===== config.mk =====
export PLATFORM = sky130hd
export DESIGN_NAME = hazard_scoreboard_flat
export DESIGN_NICKNAME = d
export VERILOG_FILES = /design/src/rtl/hazard_scoreboard_if.sv /design/src/rtl/hazard_scoreboard.sv /design/src/flat_wrapper.sv
export SDC_FILE = /design/constraint.sdc
export NUM_CORES = 1
export LEC_CHECK = 0
export BUFFER_PORTS_ARGS = -buffer_cell sky130_fd_sc_hd__buf_4
export CORE_ASPECT_RATIO = 1.5
export CORE_MARGIN = 2
export CORE_UTILIZATION = 40
export DETAILED_ROUTE_END_ITERATION = 12
export SYNTH_ARGS = -nofsm -noshare
export SYNTH_HDL_FRONTEND = slang
export SYNTH_SLANG_ARGS = --single-unit

===== constraint.sdc =====
create_clock -name clk -period 4.1 [get_ports clk]
set_clock_uncertainty 0.05 [all_clocks]
set_input_delay 1.025 -clock clk [delete_from_list [all_inputs] [get_ports clk]]
set_output_delay 1.025 -clock clk [all_outputs]
set_load 0.005 [all_outputs]

===== src/rtl/hazard_scoreboard_if.sv =====
// hazard_scoreboard_if: ID-stage instruction fields in, stall/forward decisions and stall count out
interface hazard_scoreboard_if #(
  parameter int NSTAGE = 3,
  parameter int SELW = $clog2(NSTAGE + 1)
);
  logic            id_valid;
  logic [4:0]      id_rs1;
  logic [4:0]      id_rs2;
  logic            id_rs1_read;
  logic            id_rs2_read;
  logic [4:0]      id_rd;
  logic            id_rf_we;
  logic            id_is_load;
  logic            flush;
  logic            stall;
  logic [SELW-1:0] fwd_sel_rs1;
  logic [SELW-1:0] fwd_sel_rs2;
  logic [31:0]     stall_cnt;
  modport master (
    output id_valid, id_rs1, id_rs2, id_rs1_read, id_rs2_read, id_rd, id_rf_we, id_is_load, flush,
    input  stall, fwd_sel_rs1, fwd_sel_rs2, stall_cnt
  );
  modport slave (
    input  id_valid, id_rs1, id_rs2, id_rs1_read, id_rs2_read, id_rd, id_rf_we, id_is_load, flush,
    output stall, fwd_sel_rs1, fwd_sel_rs2, stall_cnt
  );
endinterface


===== src/rtl/hazard_scoreboard.sv =====
// hazard_scoreboard: ID-stage hazard detector tracking in-flight writers in its own shift-register scoreboard
module hazard_scoreboard #(
  parameter int NSTAGE = 3,
  parameter int FWD_EN = 1,
  parameter int LOAD_STAGE = 2,
  parameter int RF_BYPASS = 0
) (
  input logic clk,
  input logic rst,
  hazard_scoreboard_if.slave hz
);
  localparam int SELW = $clog2(NSTAGE + 1);
  localparam int NLIM = (RF_BYPASS != 0) ? NSTAGE - 1 : NSTAGE;
  localparam logic [SELW-1:0] LS = SELW'(LOAD_STAGE);
  typedef struct packed {
    logic       v;
    logic [4:0] rd;
    logic       we;
    logic       ld;
  } entry_t;
  entry_t          e_q [1:NSTAGE];
  entry_t          e_d [1:NSTAGE];
  logic [31:0]     stall_cnt_q, stall_cnt_d;
  logic [SELW-1:0] k1, k2;
  logic            l1, l2, h1, h2, stall;
  // scan oldest to youngest so the lowest matching stage wins
  always_comb begin
    k1 = '0;
    k2 = '0;
    l1 = 1'b0;
    l2 = 1'b0;
    for (int k = NLIM; k >= 1; k--) begin
      if (hz.id_rs1_read && hz.id_rs1 != 5'd0 && e_q[k].v && e_q[k].we && e_q[k].rd == hz.id_rs1) begin
        k1 = SELW'(k);
        l1 = e_q[k].ld;
      end
      if (hz.id_rs2_read && hz.id_rs2 != 5'd0 && e_q[k].v && e_q[k].we && e_q[k].rd == hz.id_rs2) begin
        k2 = SELW'(k);
        l2 = e_q[k].ld;
      end
    end
    h1 = k1 != '0 && (FWD_EN == 0 || (l1 && k1 < LS));
    h2 = k2 != '0 && (FWD_EN == 0 || (l2 && k2 < LS));
    stall = hz.id_valid && !hz.flush && (h1 || h2);
    e_d[1] = {hz.id_valid && !stall && !hz.flush, hz.id_rd, hz.id_rf_we, hz.id_is_load};
    for (int k = 2; k <= NSTAGE; k++) e_d[k] = e_q[k-1];
    stall_cnt_d = (stall && stall_cnt_q != '1) ? stall_cnt_q + 32'd1 : stall_cnt_q;
  end
  always_ff @(posedge clk) begin
    if (rst) begin
      for (int k = 1; k <= NSTAGE; k++) e_q[k] <= '0;
      stall_cnt_q <= '0;
    end else begin
      e_q <= e_d;
      stall_cnt_q <= stall_cnt_d;
    end
  end
  assign hz.stall = stall;
  assign hz.fwd_sel_rs1 = (FWD_EN != 0 && !stall) ? k1 : '0;
  assign hz.fwd_sel_rs2 = (FWD_EN != 0 && !stall) ? k2 : '0;
  assign hz.stall_cnt = stall_cnt_q;
endmodule


===== src/flat_wrapper.sv =====
// flat-port wrapper written by rule: the top's interface ports become plain ports
module hazard_scoreboard_flat 
#(
  parameter int NSTAGE = 3,
  parameter int FWD_EN = 1,
  parameter int LOAD_STAGE = 2,
  parameter int RF_BYPASS = 0
)
  (clk, rst, hz_id_valid, hz_id_rs1, hz_id_rs2, hz_id_rs1_read, hz_id_rs2_read, hz_id_rd, hz_id_rf_we, hz_id_is_load, hz_flush, hz_stall, hz_fwd_sel_rs1, hz_fwd_sel_rs2, hz_stall_cnt);
  hazard_scoreboard_if #(.NSTAGE(NSTAGE)) hz_i ();
  input logic clk;
  input logic rst;
  input wire logic [$bits(hz_i.id_valid)-1:0] hz_id_valid;
  input wire logic [$bits(hz_i.id_rs1)-1:0] hz_id_rs1;
  input wire logic [$bits(hz_i.id_rs2)-1:0] hz_id_rs2;
  input wire logic [$bits(hz_i.id_rs1_read)-1:0] hz_id_rs1_read;
  input wire logic [$bits(hz_i.id_rs2_read)-1:0] hz_id_rs2_read;
  input wire logic [$bits(hz_i.id_rd)-1:0] hz_id_rd;
  input wire logic [$bits(hz_i.id_rf_we)-1:0] hz_id_rf_we;
  input wire logic [$bits(hz_i.id_is_load)-1:0] hz_id_is_load;
  input wire logic [$bits(hz_i.flush)-1:0] hz_flush;
  output wire logic [$bits(hz_i.stall)-1:0] hz_stall;
  output wire logic [$bits(hz_i.fwd_sel_rs1)-1:0] hz_fwd_sel_rs1;
  output wire logic [$bits(hz_i.fwd_sel_rs2)-1:0] hz_fwd_sel_rs2;
  output wire logic [$bits(hz_i.stall_cnt)-1:0] hz_stall_cnt;
  assign hz_i.id_valid = hz_id_valid;
  assign hz_i.id_rs1 = hz_id_rs1;
  assign hz_i.id_rs2 = hz_id_rs2;
  assign hz_i.id_rs1_read = hz_id_rs1_read;
  assign hz_i.id_rs2_read = hz_id_rs2_read;
  assign hz_i.id_rd = hz_id_rd;
  assign hz_i.id_rf_we = hz_id_rf_we;
  assign hz_i.id_is_load = hz_id_is_load;
  assign hz_i.flush = hz_flush;
  assign hz_stall = hz_i.stall;
  assign hz_fwd_sel_rs1 = hz_i.fwd_sel_rs1;
  assign hz_fwd_sel_rs2 = hz_i.fwd_sel_rs2;
  assign hz_stall_cnt = hz_i.stall_cnt;
  hazard_scoreboard #(.NSTAGE(NSTAGE), .FWD_EN(FWD_EN), .LOAD_STAGE(LOAD_STAGE), .RF_BYPASS(RF_BYPASS)) u_core (.clk(clk), .rst(rst), .hz(hz_i));
endmodule

==> results of run 1 <==
[path summary, 6_finish.rpt]
kind / cells after the start / startpoint / slack (ns) / endpoint
worst max-delay path: 8 / hz_id_rs2[0] / 0.32 / hz_fwd_sel_rs1[1]
worst min register to register: 1 / u_core.e_d[15] / 0.43 / u_core.e_d[7]
worst min-delay path: 1 / u_core.e_d[15] / 0.43 / u_core.e_d[7]
worst max register to register: 7 / u_core.e_d[12] / 1.56 / u_core.hz.stall_cnt[24]
[logic make-up after synthesis]
| logic type | synth area share |
|---|---|
| buffers and inverters | 0.0349 |
| DFF | 0.382 |
| muxes | 0.0437 |
| and+or+nand+nor | 0.338 |
| AOI/OAI and AO/OA | 0.101 |
| xor gates and xnor gates | 0.0958 |
| adders and majority gates | 0.00442 |
[registers in the layout, indices dropped and copies added, names as in the netlist]
signal               count
u_core.e_d              15
u_core.e_q               7
u_core.hz.stall_cnt     32
[area by class of cell]
class                      instances  area (um^2)  share of cell area
clock buffer                       6         82.6              0.0242
clock inverter                     1         30.0             0.00879
inverter                           4         15.0             0.00439
multi-input combinational        252         1650               0.484
sequential                        54         1080               0.316
tap                               78         97.6              0.0286
timing repair buffer              61          458               0.134
[cell usage after synthesis (2+ instances only)]
master and instances:
dfxtp_1 54, nor2b_1 32, xnor2_1 26, a21oi_1 22, nor2_1 21, nand2_1 18
nand4_1 17, nor3_1 14, or4_1 12, and3_1 11, mux2_2 11, nand3_1 11
or3_1 11, o21ai_0 10, o31ai_1 9, clkbuf_1 7, xor2_1 5, inv_1 4
nor4_1 4, buf_2 3, buf_4 2, buf_6 2, nor3b_1 2, nor4_4 2
o21ai_2 2
[power breakdown]
part | switching (W) | internal (W)
Combinational | 0.0000437 | 0.0000383
Sequential | 0.00000863 | 0.000533
Clock | 0.000166 | 0.000196
Total | 0.000218 | 0.000767
[worst reg2reg max path: stages (launching register included)]
cell and delay (ns):
dfxtp_1 0.40, xnor2_1 0.13, nand4_1 0.22, nor4_4 0.45
o21ai_4 0.10, buf_4 0.28, nor4_1 0.42, mux2_2 0.38
[routing by layer]
metal / GRT usage / up-vias
met5: 0 / -
met4: 0.0622 / 0
met3: 0.0263 / 13
met2: 0.325 / 68
met1: 0.230 / 1225
li1: - / 1271
[metrics by stage]
step,setup WS [ns],total power [W],area (um^2),cells,hold slack (ns)
6_report,0.321,0.000985,3420,456,0.434
5_1_grt,0.207,0.00102,3420,456,0.443
4_1_cts,0.313,0.000996,3420,456,0.444
3_5_place_dp,0.322,0.000635,3300,449,0.422
3_3_place_gp,0.364,0.000636,3300,449,0.393
2_1_floorplan,0.433,0.000599,2830,325,0.388
==> summary.txt, run 1 <==
Run status
  – Status: completed

Clock network
  – Clk_lat worst skew: 0.30 ns
  – Clock Tree Root: clkbuf_8
  – CTS Buffer Depth: 2
  – Setup Fix Bufs, Post-CTS: 0
  – CTS resizes: 0
  – Clock slew at reported path FFs: 0.10 ns
  – H-tree level count: 2
  – CTS tree: built
  – TritonCTS Sinks: 54
  – CTS Hold Bufs: 0
  – Inserted Clock Buffers: 5

Cells and area
  – Filler instances: 689
  – Share of cells above drive strength 1: 0.233
  – Commonest non-fill, non-tap cell in the layout: buf_4
  – Most frequent cells in the layout: 61 x buf_4, 54 x dfxtp_1, 32 x nor2b_1
  – Final net count: ~400
  – Diodes inserted: 0
  – Layout area overhead: 20.6%
  – Final core occ: 0.499

Die
  – Number of I/O pins: 60
  – Site row count: 37
  – Starting Density: 0.413
  – Die Height: about 110 um
  – Chip width: 72.7 um
  – Die Area: ~7800 um^2
  – Core area: 6850 um^2

Timing
  – Crit path time final: 3.78 ns
  – Max frequency: 265 MHz
  – Hold Vio Cnt, Final: 0
  – # setup viols final: 0
  – Final Cycle Share: 0.922
  – Slew Limit Fails: 0
  – RSZ-0062 raised after global routing: no
  – Slew @ Worst Pin: 0.675 ns
  – Slew HR: 0.550
  – Setup tns final: 0 ns

Critical path
  – Crit path cell chain: buf_4, or4_1, o21ai_2, nor4_4, o21ai_4, nor2_1, nor3_1, buf_4
  – Cell mode on critical path: buf_4
  – Largest delay share family, worst path: simple AND/OR/NAND/NOR gates
  – Type of element capturing the critical path: output pin
  – Worst Path Arrival: 2.70 ns
  – Crit-path slowest cell: or4_1
  – Critical Path Max Stage Delay: 0.57 ns
  – Setup CP Type: in2out
  – Critical Path RT: slightly above 3 ns
  – Buffers & Inverters on Critical Path: 2
  – CP startpoint kind: input pin
  – Critical Path Fanout Max: 5

Job
  – Max cap viols: 0

Yosys
  – Post-Syn Nets: 349
  – Synth Register Bits: 54
  – Sequential fraction of the synthesis area: 0.382
  – Top cells by area, synth: dfxtp_1 38%, xnor2_1 8.0%, nor2b_1 7.1%
  – Synth warnings: 0
  – Synth Flop Type: dfxtp_1
  – Post-synth top area share: 0.382
  – Post-Synthesis Cells: 325
  – Ys async rst share: 0
  – Mapped cell area: 2830 um^2
  – Post-synth EDFFs: 0
  – Syn Area/Cell: 8.72 um^2
  – Area leader, netlist: dfxtp_1
  – Synth cell types: 38

Power
  – Pwr dens: 288 nW/um^2
  – Max VDD drop: 164 uV
  – Lkg Pwr: 1.24 nW

Drt
  – Detail Route Antenna Nets: 0
  – Routed wl met3: around 290 um
  – Total number of vias: roughly 2,600
  – Starting DRT DRC Count: 94
  – DRC errors left: 0
  – DRT Pass-1 Iters: 5
  – Wire per inst: roughly 16 um
  – Vias/cell: between 5 and 6
  – WL met1: 3080 um
  – Top Metal Used: met4
  – WL final: 7150 um
  – Metal2 WL: between 3000 and 4000 um

GRT
  – Grt ovf: 0
  – Pin count of the biggest net entering global routing: 66
  – First-pass GRT wire length: 11,600 um
  – Initial antenna violation count: 0
  – Vias in the first global route: 2,432
  – GRT Util Overall: 0.186

Worst hold path
  – Hold Crit Class: reg2reg

Place
  – Port-buffer cells: 59
  – Final GP Congestion: 0.939
  – DP HPWL: 5170 um
Power figures use the tool's default switching activity.
==> inputs of run 2 (changes only) <==
--- a/config.mk
+++ b/config.mk
@@ -10,6 +10,7 @@
 export CORE_MARGIN = 2
 export CORE_UTILIZATION = 40
 export DETAILED_ROUTE_END_ITERATION = 12
+export REMOVE_ABC_BUFFERS = 1
 export SYNTH_ARGS = -nofsm -noshare
 export SYNTH_HDL_FRONTEND = slang
 export SYNTH_SLANG_ARGS = --single-unit
==> summary.txt, run 2 (synthesized netlist as in run 1, its figures left out) <==
Run status
  – Status: completed

GRT
  – GRT met1 Usage: 0.216 (-0.0143)
  – GRT Util Overall: 0.184 (-0.00218)
  – Vias in the first global route: 2,426 (-0.25%)
  – GR Util met3: 0.0263 (unchanged)
  – Initial antenna violation count: 0 (unchanged)
  – Met2 Resource Use GR: 0.331 (+0.00519)
  – Pin count of the biggest net entering global routing: 66 (unchanged)
  – GR peak layer: met2
  – Grt ovf: 0 (unchanged)
  – First-pass GRT wire length: 11,400 um (-1.5%)

Timing
  – Final Cycle Share: 0.905 (-0.0169)
  – Setup tns final: 0 ns (unchanged)
  – Crit path time final: 3.71 ns (-0.0691 ns)
  – RSZ-0062 raised after global routing: no
  – Slew Limit Fails: 0 (unchanged)
  – Setup ws final: 0.390 ns (+0.0691 ns)
  – Slew HR: 0.567 (+0.0163)
  – Hold Vio Cnt, Final: 0 (unchanged)
  – Max frequency: 270 MHz (+1.9%)
  – # setup viols final: 0 (unchanged)
  – Slew @ Worst Pin: 0.650 ns (-0.0244 ns)

Clock network
  – H-tree level count: 2 (unchanged)
  – Inserted Clock Buffers: 5 (unchanged)
  – CTS tree: built
  – Clock Tree Root: clkbuf_8
  – Clk_lat worst skew: 0.31 ns (about the same)
  – CTS Hold Bufs: 0 (unchanged)
  – Clock slew at reported path FFs: 0.09 ns (about the same)
  – CTS resizes: 0 (unchanged)
  – Setup Fix Bufs, Post-CTS: 0 (unchanged)
  – TritonCTS Sinks: 54 (unchanged)
  – CTS Buffer Depth: 2 (unchanged)

Place
  – DP HPWL: 4980 um (-3.8%)
  – Final GP Congestion: 0.933 (-0.67%)
  – Worst slack, placed: 0.371 ns (+0.0488 ns)
  – Placed cell count: 448 (-0.22%)
  – Port-buffer cells: 59 (unchanged)

Die
  – Starting Density: 0.413 (unchanged)
  – Die Area: 7780 um^2 (unchanged)
  – Core area: 6850 um^2 (unchanged)
  – Number of I/O pins: 60 (unchanged)
  – Die Height: 107 um (unchanged)
  – Chip width: 72.7 um (unchanged)
  – Site row count: 37 (unchanged)

Cells and area
  – Final net count: 401 (-0.25%)
  – Non-filler cells in the finished layout: 456 (unchanged)
  – Max reg flops: 32 (unchanged)
  – Most frequent cells in the layout: 60 x buf_4, 54 x dfxtp_1, 32 x nor2b_1
  – Commonest non-fill, non-tap cell in the layout: buf_4
  – Share of cells above drive strength 1: 0.233 (unchanged)
  – Diodes inserted: 0 (unchanged)
  – Layout area overhead: 21.4%

Power
  – Max VDD drop: 146 uV (-11%)
  – Sw Share: 0.208 (-0.0136)
  – P_int: 0.000830 W (+8.3%)
  – Pwr dens: 305 nW/um^2 (+5.8%)
  – Sequential power share: 0.516 (-0.033)
  – Gate power share: 0.075 (-0.008)
  – Part of the power in the clock network: 0.409 (+0.042)
  – Lkg Pwr: 1.25 nW (+0.73%)
  – Sw power: 0.000218 W (about the same)

Critical path
  – Critical Path Max Stage Delay: 0.55 ns (-0.02 ns)
  – Buffers & Inverters on Critical Path: 2 (unchanged)
  – Critical Path RT: 3.02 ns (about the same)
  – Cell mode on critical path: buf_4
  – Worst Path Arrival: 2.63 ns (-0.07 ns)
  – Largest delay share family, worst path: simple AND/OR/NAND/NOR gates
  – CP startpoint kind: input pin
  – Critical Path Fanout Max: 5 (unchanged)
  – Crit-path slowest cell: or4_1
  – Setup CP Type: in2out
  – Crit path cell chain: buf_4, or4_1, o21ai_2, nor4_4, o21ai_4, nor2_1, a211oi_1, buf_4
  – Type of element capturing the critical path: output pin

Drt
  – Vias/cell: 5.63 (-0.47%)
  – DRT Pass-1 Iters: 4 (-1)
  – WL final: 6820 um (-4.7%)
  – Wire per inst: 14.9 um (-4.7%)
  – Detail Route Antenna Nets: 0 (unchanged)
  – Starting DRT DRC Count: 79 (-16%)
  – Total number of vias: 2,565 (-0.47%)
  – DRC errors left: 0 (unchanged)

Job
  – Max cap viols: 0 (unchanged)

Worst hold path
  – Hold Crit Class: reg2reg
## run 2: cell count changes in the layout (fill, tap and decap cells not counted), sizes merged
| cell | change |
|---|---|
| bufinv | +1 |
| buf | -1 |
## run 2: worst register-to-register path: cells and delay by family, from the launching register on
family | cells | cell delay (ns)
flip-flops | 1 | 0.43
AND/OR/NAND/NOR | 5 | 1.61
multiplexers | 1 | 0.29
## run 2: cell type report
type	instances	area (um^2)
clock buffer	6	82.6
timing repair buffer	60	450
multi-input combinational	252	1650
sequential	54	1080
fill	715	3410
inverter	4	15.0
clock inverter	2	60.1
tap	78	97.6
## run 2: worst paths after layout
check	start	to	slack (ns)	depth (start not counted)
min	u_core.e_d[15]	u_core.e_d[7]	0.42	1
max reg2reg	u_core.hz.stall_cnt[2]	u_core.hz.stall_cnt[11]	1.63	6
min reg2reg	u_core.e_d[15]	u_core.e_d[7]	0.42	1
max	hz_id_rs2[0]	hz_fwd_sel_rs2[1]	0.39	8
## run 2: power groups by stage
stage	sequential, W	clock (W)	combinational, W
after floorplan	0.000551	0	0.0000394
after global placement	0.000553	0	0.0000789
after detailed placement	0.000553	0	0.0000799
after CTS	0.000541	0.000444	0.0000803
after global routing	0.000542	0.000463	0.0000874
final	0.000541	0.000429	0.0000789
## run 2: per-layer routing
metal  part of all wire  vias to the layer above  wire length, um
li1                   -                     1275                -
met1               0.42                     1230             2860
met2               0.53                       49             3600
met3              0.031                       11              213
met4              0.021                        0              146
met5                  0                        -                0
## run 2: metrics by stage
stage	instance area [um^2]	hold WS, ns	utilization	power (W)
after global routing	3440	0.444	0.502	0.00109
after floorplan	2750	0.388	-	0.000590
after CTS	3440	0.418	0.502	0.00107
after global placement	3300	0.402	0.481	0.000632
final	3440	0.416	0.502	0.00105
after detailed placement	3300	0.402	0.481	0.000633
==> inputs of run 3 (changes only) <==
==> constraint.sdc (replaced) <==
create_clock -name clk -period 4.1 [get_ports clk]
set_clock_uncertainty 0.05 [all_clocks]
set_input_delay 0 -clock clk [delete_from_list [all_inputs] [get_ports clk]]
set_output_delay 0 -clock clk [all_outputs]
set_load 0.005 [all_outputs]
==> summary.txt, run 3 (synthesized netlist as in run 1, its figures left out) <==
Run status
  – Status: completed

Critical path
  – Critical Path Fanout Max: 53 (+48)
  – Setup CP Type: reg2out
  – Critical Path RT: 4.05 ns (+1.03 ns)
  – Worst R2R End: u_core.hz.stall_cnt[27]
  – R2R cell count: 6 (unchanged)
  – Worst Path Arrival: 2.63 ns (about the same)
  – Type of element capturing the critical path: output pin
  – Setup slack, reg-to-reg: 1.62 ns (about the same)
  – R2R Path Start: u_core.hz.stall_cnt[2]
  – CP startpoint kind: register

Power
  – Lkg Pwr: 1.24 nW (-0.81%)
  – Design Power: 0.000913 W (-13%)
  – Gate power share: 0.093 (+0.018)
  – Pwr dens: 265 nW/um^2 (-13%)
  – Max VDD drop: 149 uV (+2.0%)
  – Part of the power in the clock network: 0.315 (-0.094)
  – P_int: 0.000692 W (-17%)
  – Sw Share: 0.243 (+0.0347)
  – Sw power: 0.000222 W (+1.6%)
  – Sequential power share: 0.592 (+0.076)

Cells and area
  – Share of cells above drive strength 1: 0.225 (-0.00826)
  – Seq. cell area: 1080 um^2 (unchanged)
  – Final core occ: 0.503 (+0.000548)
  – Commonest non-fill, non-tap cell in the layout: buf_4
  – Final net count: 407 (+1.5%)
  – Layout area overhead: 21.6%
  – Most frequent cells in the layout: 59 x buf_4, 54 x dfxtp_1, 32 x nor2b_1
  – Diodes inserted: 0 (unchanged)
  – Non-filler cells in the finished layout: 461 (+1.1%)
  – Filler instances: 714 (-0.14%)
  – Multi-input logic area: 1650 um^2 (unchanged)
  – Max reg flops: 32 (unchanged)

Die
  – Chip width: 72.7 um (unchanged)
  – Die Area: 7780 um^2 (unchanged)
  – Site row count: 37 (unchanged)
  – Number of I/O pins: 60 (unchanged)
  – Core area: 6850 um^2 (unchanged)
  – Die Height: 107 um (unchanged)
  – Starting Density: 0.413 (unchanged)

GRT
  – Vias in the first global route: 2,353 (-3.0%)
  – Pin count of the biggest net entering global routing: 66 (unchanged)
  – Grt ovf: 0 (unchanged)
  – Initial antenna violation count: 0 (unchanged)
  – First-pass GRT wire length: 11,200 um (-1.9%)
  – GRT Util Overall: 0.182 (-0.00166)

Clock network
  – TritonCTS Sinks: 54 (unchanged)
  – CTS resizes: 0 (unchanged)
  – H-tree level count: 2 (unchanged)
  – Clk_lat worst skew: 0.30 ns (about the same)
  – CTS tree: built
  – CTS Hold Bufs: 7 (+7)
  – Clock Tree Root: clkbuf_8
  – Clock slew at reported path FFs: 0.09 ns (about the same)
  – Inserted Clock Buffers: 5 (unchanged)
  – CTS Buffer Depth: 2 (unchanged)
  – Setup Fix Bufs, Post-CTS: 0 (unchanged)

Drt
  – Vias/cell: 5.50 (-2.2%)
  – Starting DRT DRC Count: 84 (+6.3%)
  – Detail Route Antenna Nets: 0 (unchanged)
  – Wire per inst: 15.1 um (+1.1%)
  – WL final: 6970 um (+2.2%)
  – Total number of vias: 2,535 (-1.2%)
  – DRT Pass-1 Iters: 4 (unchanged)
  – DRC errors left: 0 (unchanged)

Place
  – Port-buffer cells: 59 (unchanged)
  – Final GP Congestion: 0.883 (-5.3%)
  – DP HPWL: 5000 um (+0.44%)
  – Placed cell count: 447 (-0.22%)

Timing
  – Slew HR: 0.269 (-0.298)
  – Max frequency: 373 MHz (+38%)
  – RSZ-0062 raised after global routing: no
  – Slew Limit Fails: 0 (unchanged)
  – Final Cycle Share: 0.654 (-0.251)
  – Setup tns final: 0 ns (unchanged)
  – Crit path time final: 2.68 ns (-1.03 ns)
  – Fin Hold WS: 0.0818 ns (-0.335 ns)
  – # setup viols final: 0 (unchanged)
  – Hold Vio Cnt, Final: 0 (unchanged)
  – Slew @ Worst Pin: 1.09 ns (+0.443 ns)

Worst hold path
  – Worst Hold Path Cells: 3 (+2)
  – Hold Crit Class: in2reg
  – WHS Endpoint: u_core.e_d[15]
  – Hold Crit Start: hz_id_valid

Job
  – Max cap viols: 0 (unchanged)
run 3: cell count changes in the layout (fill, tap and decap cells not counted), sizes merged:
cell | previous run | this run
clkbuf | 6 | 5
dlygate4sd3 | 0 | 7
buf | 60 | 59
clkinvlp | 0 | 2
bufinv | 2 | 0
run 3: area by class of cell:
type	instances	area share
well taps	78	0.0283
multi-input cells	252	0.480
inverters	4	0.00436
repair buffers	66	0.149
flip-flops and latches	54	0.314
clock buffers	5	0.0200
clock inverters	2	0.00436
run 3: routing by layer:
layer  up-vias  GRT usage  share of wire  routed length [um]
li1       1289          -              -                   -
met1      1187      0.214           0.42                2930
met5         -          0              0                   0
met3         8     0.0254          0.034                 238
met2        51      0.329           0.53                3680
met4         0     0.0661          0.018                 122
run 3: power groups by stage:
stage               Clock, W  Sequential, W  Combinational [W]
global placement           0       0.000553          0.0000804
CTS                 0.000304       0.000541          0.0000860
floorplan                  0       0.000551          0.0000394
global route        0.000320       0.000542          0.0000939
detailed placement         0       0.000553          0.0000804
finish              0.000287       0.000541          0.0000854
run 3: critical path: stages, from the launching register on:
cell and delay [ns]:
dfxtp_1 0.42, xor2_1 0.30, nor4_4 0.09, o21ai_4 0.84, nor2_1 0.26, a211oi_1 0.25
buf_4 0.15
run 3: worst max-delay path by stage:
stage	from	endpoint	slack [ns]	depth (start not counted)
global route	u_core.e_d[10]	hz_fwd_sel_rs1[1]	1.22	7
global placement	hz_id_rs2[0]	hz_fwd_sel_rs2[1]	1.53	8
finish	u_core.e_d[10]	hz_fwd_sel_rs2[1]	1.42	6
floorplan	u_core.e_d[10]	u_core.hz.stall_cnt[24]	1.98	6
CTS	u_core.e_d[10]	hz_fwd_sel_rs2[1]	1.41	6
detailed placement	hz_id_rs2[0]	hz_fwd_sel_rs2[1]	1.48	8
run 3: through the flow:
| step | cell area, um^2 | setup slack [ns] |
|---|---|---|
| floorplan | 2750 | 1.98 |
| global placement | 3290 | 1.53 |
| detailed placement | 3290 | 1.48 |
| CTS | 3440 | 1.41 |
| global route | 3440 | 1.22 |
| finish | 3440 | 1.42 |
